[config.mk]
export PLATFORM = sky130hd
export DESIGN_NAME = reg_bank_writer
export DESIGN_NICKNAME = d
export VERILOG_FILES = /design/src/rtl/reg_bank_writer_pkg.sv /design/src/rtl/reg_bank_writer_reg_cell.sv /design/src/rtl/reg_bank_writer.sv
export SDC_FILE = /design/constraint.sdc
export NUM_CORES = 1
export LEC_CHECK = 0
export ABC_AREA = 1
export BUFFER_PORTS_ARGS = -buffer_cell sky130_fd_sc_hd__buf_4
export CAP_MARGIN = 20
export CORE_MARGIN = 2
export CORE_UTILIZATION = 50
export CTS_CLUSTER_SIZE = 28
export DETAILED_ROUTE_END_ITERATION = 6
export HOLD_SLACK_MARGIN = 0.08
export PLACE_DENSITY_LB_ADDON = 0.15
export SLEW_MARGIN = 10
export SYNTH_ARGS = -nofsm -noshare
export SYNTH_HDL_FRONTEND = slang
export SYNTH_HIERARCHICAL = 1
export SYNTH_SLANG_ARGS = --single-unit
[constraint.sdc]
create_clock -name CLK -period 2.4 [get_ports CLK]
set_input_delay 0.12 -clock CLK [delete_from_list [all_inputs] [get_ports CLK]]
set_output_delay 0.12 -clock CLK [all_outputs]
set_load 0.005 [all_outputs]
[src/rtl/reg_bank_writer_pkg.sv]
// reg_bank_writer_pkg: shared destination codes, op modes and FSM states for the register bank write side
package reg_bank_writer_pkg;
  localparam logic [2:0] DST_MAX   = 3'b000;
  localparam logic [2:0] DST_MIN   = 3'b001;
  localparam logic [2:0] DST_R0    = 3'b010;
  localparam logic [2:0] DST_COUNT = 3'b011;
  localparam logic [2:0] DST_SUM   = 3'b100;
  localparam logic [2:0] DST_PC    = 3'b101;
  localparam logic [2:0] DST_IR    = 3'b110;
  localparam logic [2:0] DST_TEMP  = 3'b111;
  localparam logic [1:0] OP_WR  = 2'b00;
  localparam logic [1:0] OP_ACC = 2'b01;
  localparam logic [1:0] OP_CMP = 2'b10;
  typedef enum logic {ST_IDLE, ST_CMP_MIN} state_t;
endpackage

[src/rtl/reg_bank_writer_reg_cell.sv]
// reg_bank_writer_reg_cell: DW-bit register with load (highest priority), increment and decrement
// Carries an even-parity bit and mismatch flag when REGBANK_PARITY_EN is defined.
module reg_bank_writer_reg_cell #(
  parameter int DW = 8,
  parameter logic [DW-1:0] RST_VAL = '0
) (
  input  logic          CLK,
  input  logic          RST_n,
  input  logic          i_ld,
  input  logic          i_inc,
  input  logic          i_dec,
  input  logic [DW-1:0] i_d,
  output logic [DW-1:0] o_q
`ifdef REGBANK_PARITY_EN
  ,
  input  logic          i_par_inv,
  output logic          o_par_bad
`endif
);
  logic [DW-1:0] r_q;
  logic [DW-1:0] w_nxt;
  assign w_nxt = i_ld ? i_d : i_inc ? r_q + DW'(1) : i_dec ? r_q - DW'(1) : r_q;
  assign o_q = r_q;
  always_ff @(posedge CLK) r_q <= !RST_n ? RST_VAL : w_nxt;
`ifdef REGBANK_PARITY_EN
  logic r_par;
  always_ff @(posedge CLK) r_par <= !RST_n ? ^RST_VAL : (^w_nxt) ^ (i_ld & i_par_inv);
  assign o_par_bad = r_par != ^r_q;
`endif
endmodule

[src/rtl/reg_bank_writer.sv]
// reg_bank_writer: write side of the ASIP register bank (plain write, accumulate, MAX/MIN compare, PC/COUNT strobes)
// Optional parity protection with Par_inject/Par_err ports when REGBANK_PARITY_EN is defined.
module reg_bank_writer
  import reg_bank_writer_pkg::*;
#(
  parameter int DW = 8,
  parameter logic [DW-1:0] PC_RST = 8'h00
) (
  input  logic          CLK,
  input  logic          RST_n,
  input  logic [DW-1:0] BUS_in,
  input  logic [2:0]    Dest_sel,
  input  logic [1:0]    Op_mode,
  input  logic          WR_valid,
  output logic          WR_ready,
  input  logic          PC_inc,
  input  logic          COUNT_dec,
  output logic [DW-1:0] MAX_out,
  output logic [DW-1:0] MIN_out,
  output logic [DW-1:0] R0_out,
  output logic [DW-1:0] COUNT_out,
  output logic [DW-1:0] SUM_out,
  output logic [DW-1:0] PC_out,
  output logic [DW-1:0] IR_out,
  output logic [DW-1:0] TEMP_out,
  output logic          SUM_carry,
  output logic          COUNT_zero
`ifdef REGBANK_PARITY_EN
  ,
  input  logic          Par_inject,
  output logic          Par_err
`endif
);
  state_t r_state, w_next;
  logic [DW-1:0] r_hold;
  logic r_carry;
  logic w_acc, w_plain, w_accum, w_cmp, w_in_cmp;
  logic [DW:0] w_sum;
  logic [DW-1:0] w_d [8];
  logic [DW-1:0] w_q [8];
  logic w_ld [8];
  assign WR_ready = r_state == ST_IDLE;
  assign w_acc    = WR_valid && WR_ready;
  assign w_accum  = w_acc && Op_mode == OP_ACC;
  assign w_cmp    = w_acc && Op_mode == OP_CMP;
  assign w_plain  = w_acc && !w_accum && !w_cmp;
  assign w_in_cmp = r_state == ST_CMP_MIN;
  assign w_sum    = {1'b0, w_q[DST_SUM]} + {1'b0, BUS_in};
  assign w_next   = w_cmp ? ST_CMP_MIN : ST_IDLE;
  always_ff @(posedge CLK) begin
    r_state <= !RST_n ? ST_IDLE : w_next;
    r_hold  <= !RST_n ? '0 : w_cmp ? BUS_in : r_hold;
    r_carry <= !RST_n ? 1'b0 : (w_plain && Dest_sel == DST_SUM) ? 1'b0 : r_carry | (w_accum & w_sum[DW]);
  end
  always_comb begin
    for (int i = 0; i < 8; i++) begin
      w_ld[i] = w_plain && Dest_sel == 3'(i);
      w_d[i]  = BUS_in;
    end
    w_ld[DST_SUM] = w_ld[DST_SUM] || w_accum;
    w_d[DST_SUM]  = w_accum ? w_sum[DW-1:0] : BUS_in;
    w_ld[DST_MAX] = w_ld[DST_MAX] || (w_cmp && BUS_in > w_q[DST_MAX]);
    w_ld[DST_MIN] = w_ld[DST_MIN] || (w_in_cmp && r_hold < w_q[DST_MIN]);
    w_d[DST_MIN]  = w_in_cmp ? r_hold : BUS_in;
  end
`ifdef REGBANK_PARITY_EN
  logic [7:0] w_bad;
  logic r_par_err;
  always_ff @(posedge CLK) r_par_err <= !RST_n ? 1'b0 : r_par_err | (|w_bad);
  assign Par_err = r_par_err;
`endif
  for (genvar g = 0; g < 8; g++) begin : g_cell
    reg_bank_writer_reg_cell #(
      .DW(DW),
      .RST_VAL(3'(g) == DST_PC ? PC_RST : 3'(g) == DST_MIN ? {DW{1'b1}} : '0)
    ) u_cell (
      .CLK(CLK),
      .RST_n(RST_n),
      .i_ld(w_ld[g]),
      .i_inc(3'(g) == DST_PC && PC_inc),
      .i_dec(3'(g) == DST_COUNT && COUNT_dec),
      .i_d(w_d[g]),
      .o_q(w_q[g])
`ifdef REGBANK_PARITY_EN
      ,
      .i_par_inv(Par_inject && w_acc),
      .o_par_bad(w_bad[g])
`endif
    );
  end
  assign MAX_out    = w_q[DST_MAX];
  assign MIN_out    = w_q[DST_MIN];
  assign R0_out     = w_q[DST_R0];
  assign COUNT_out  = w_q[DST_COUNT];
  assign SUM_out    = w_q[DST_SUM];
  assign PC_out     = w_q[DST_PC];
  assign IR_out     = w_q[DST_IR];
  assign TEMP_out   = w_q[DST_TEMP];
  assign SUM_carry  = r_carry;
  assign COUNT_zero = w_q[DST_COUNT] == '0;
endmodule
==> flow_summary.ini <==
[flow_run]
maxCapViolations = 0

[pwr]
internal-power_mw = 3.25
share_comb_of_total_power_pct = 44.0
p_per_area_nw_per_um2 = 663
sequentialPowerShare_pct = 31.3
switchingPower_mw = 2.07
peakVddDrop_v = 0.000391
leakage_nw = 4.26
p_sw_share_pct = 38.9
clkPwrFrac_pct = 24.7

[synthesis]
ys_ff_latch = 74
synth_warnings = 6
synth.distinct_cells = 43
synth_area_um2 = 6750
yosysSeqAreaShare_pct = 21.9
avgSynthCellArea_um2 = 6.43
synth_cells = 1050

[timing]
rsz0062_at_grt = false
hold_viol = 0
fin_crit_ns = 2.12
drv_slew = 0
finalSetupViolations = 0
setup_ws_ns = 0.279
finalClockSkew_ns = 0.00510
fmax_ghz = 0.471
tns_ns = 0
fin_crit_sh_pct = 88.4

[worst_setup_path]
worstSetupPathType = reg2reg
crit_required_ns = 2.63
cp_max_fo = 8
critPathCaptureType = flop
cp_data_arrival_time_ns = 2.36
startpoint_type = flop

[placed_design]
io_buffers = 84
place_congestion = 0.853
place_ws_ns = 0.308
dpl.hpwl_um = 13200

[die]
num_io_pins = 85
core_region_area_um2 = 13200
fp.dieH_um = 120
rows = 42
die_w_um = 120
initial_core_util_pct = 51.2
dieArea_um2 = 14400

[clock_network]
clock_path_buffers = 2
cts_made_buffers = 9
cts.clk_slew.worst_paths_ns = 0.06
holdBufCountCts = 0
post_cts_buffers = 0
cts_sinks = 74
root_buffer = clkbuf_16
htree_levels = 3
cts_resized = 0
clk-insertion-delay-late_ns = 0.35
cts_tree = built

[routing]
wl_um = 17400
vias = 6897
first_pass_iters = 5
avgRoutedWirePerCell_um = 12.8
postRouteAntennaNets = 0
drt_iter0_drc = 415
drc = 0
viasPerCell = 5.09

[final_layout]
drive_above_1_share_pct = 14.6
utilization_pct = 60.7
final_common_cell = nand2_1
syn2layout_area_growth_pct = 18.6
diodes = 0
final_cell_mix = nand2_1, inv_1, nand3_1
nets = 1271

[global_routing]
grt_overflow = 0
grt.total_usage_pct = 25.4
grt_pass1_vias = 6329
antenna_found_initial = 0
grt_max_degree = 40
grt_pass1_wl_um = 29600

[outcome]
status = complete, no violations

[hold_path]
hold_path_class = in2reg
final timing paths:
path | from | to | slack [ns] | cells after the start
max | g_cell[0].u_cell/o_q[1]$_SDFFE_PN0P_ | g_cell[0].u_cell/o_q[6]$_SDFFE_PN0P_ | 0.28 | 16
min | COUNT_dec | g_cell[3].u_cell/o_q[1]$_SDFFE_PN0P_ | 0.13 | 4
max reg2reg | g_cell[0].u_cell/o_q[1]$_SDFFE_PN0P_ | g_cell[0].u_cell/o_q[6]$_SDFFE_PN0P_ | 0.28 | 16
min reg2reg | SUM_carry$_SDFF_PP0_ | SUM_carry$_SDFF_PP0_ | 0.49 | 2
sequential cells by signal (all words and copies together), names as in the netlist:
register,cells
r_state,1
g_cell.u_cell/o_q,64
r_hold,8
SUM_carry,1
power groups by stage:
| stage | Sequential (mW) | Clock, mW | Combinational (mW) |
|---|---|---|---|
| finish | 1.66 | 1.31 | 2.34 |
| detailed placement | 1.69 | 0 | 2.30 |
| global route | 1.69 | 1.40 | 2.70 |
| global placement | 1.69 | 0 | 2.27 |
| floorplan | 1.64 | 0 | 1.66 |
| CTS | 1.66 | 1.34 | 2.31 |
critical path, cell delays in order (launching register included):
cell	delay [ns]
dfxtp_1	0.42
inv_1	0.07
ha_1	0.29
inv_1	0.04
o21bai_1	0.13
nand2_1	0.07
nand2_1	0.06
nand2_1	0.04
nand2_1	0.05
nand2_1	0.04
nand2_1	0.19
inv_2	0.12
nand2_2	0.13
inv_2	0.08
a22o_1	0.18
inv_1	0.05
a21oi_1	0.05
layout make-up:
type,instances,area (um2)
Fill cell,1297,5180
Multi-Input combinational cell,829,4700
Sequential cell,74,1480
Timing Repair Buffer,91,683
Inverter,168,631
Clock buffer,11,253
Tap cell,176,220
Clock inverter,5,37.5
synthesized netlist by cell type (all sizes together):
| cell type | number | area, um2 |
|---|---|---|
| o21bai | 1 | 7.51 |
| nand4 | 7 | 43.8 |
| a22o | 11 | 96.3 |
| fa | 9 | 180 |
| and3 | 1 | 6.26 |
| xor2 | 8 | 70.1 |
| a31oi | 21 | 131 |
| o21ai | 26 | 130 |
| nand3 | 103 | 521 |
| a21oi | 78 | 420 |
| or2 | 14 | 108 |
| o21a | 1 | 7.51 |
| inv | 168 | 631 |
| nand2 | 319 | 1240 |
| o22ai | 1 | 6.26 |
| xnor2 | 5 | 43.8 |
| o221ai | 11 | 96.3 |
| dfxtp | 74 | 1480 |
| nor3 | 3 | 15.0 |
| ha | 71 | 888 |
| clkbuf | 2 | 7.51 |
| nand3b | 22 | 178 |
| o211ai | 2 | 15.0 |
| nor4 | 2 | 12.5 |
| buf | 4 | 28.8 |
| a21o | 3 | 22.5 |
| conb | 1 | 3.75 |
| and2 | 3 | 18.8 |
| nor2 | 79 | 337 |
cells by family after synthesis:
family          count (synthesis)  synth area share, %
buf+inv                       174                 9.88
fa+ha+maj                      80                 15.8
xor+xnor                       13                 1.69
flops                          74                 21.9
other cells                     1               0.0555
compound gates                155                 13.8
simple gates                  553                 36.8
per-layer routing:
| metal | wire, um | vias to the layer above | track usage (%) |
|---|---|---|---|
| met4 | 417 | 0 | 7.87 |
| met5 | 0 | - | 0 |
| met2 | 7820 | 143 | 41.6 |
| met1 | 8260 | 3045 | 33.4 |
| li1 | - | 3679 | - |
| met3 | 888 | 30 | 5.47 |
stage by stage:
| step | instance area [um2] | std cells | hold WS, ns | total power, mW |
|---|---|---|---|---|
| finish | 8010 | 1354 | 0.131 | 5.31 |
| global route | 8010 | 1354 | 0.133 | 5.79 |
| CTS | 8010 | 1354 | 0.122 | 5.32 |
| detailed placement | 7720 | 1338 | 0.476 | 3.99 |
| global placement | 7720 | 1338 | 0.470 | 3.96 |
| floorplan | 6850 | 1077 | 0.190 | 3.30 |
Note: power is estimated with default switching activity, not from simulation.
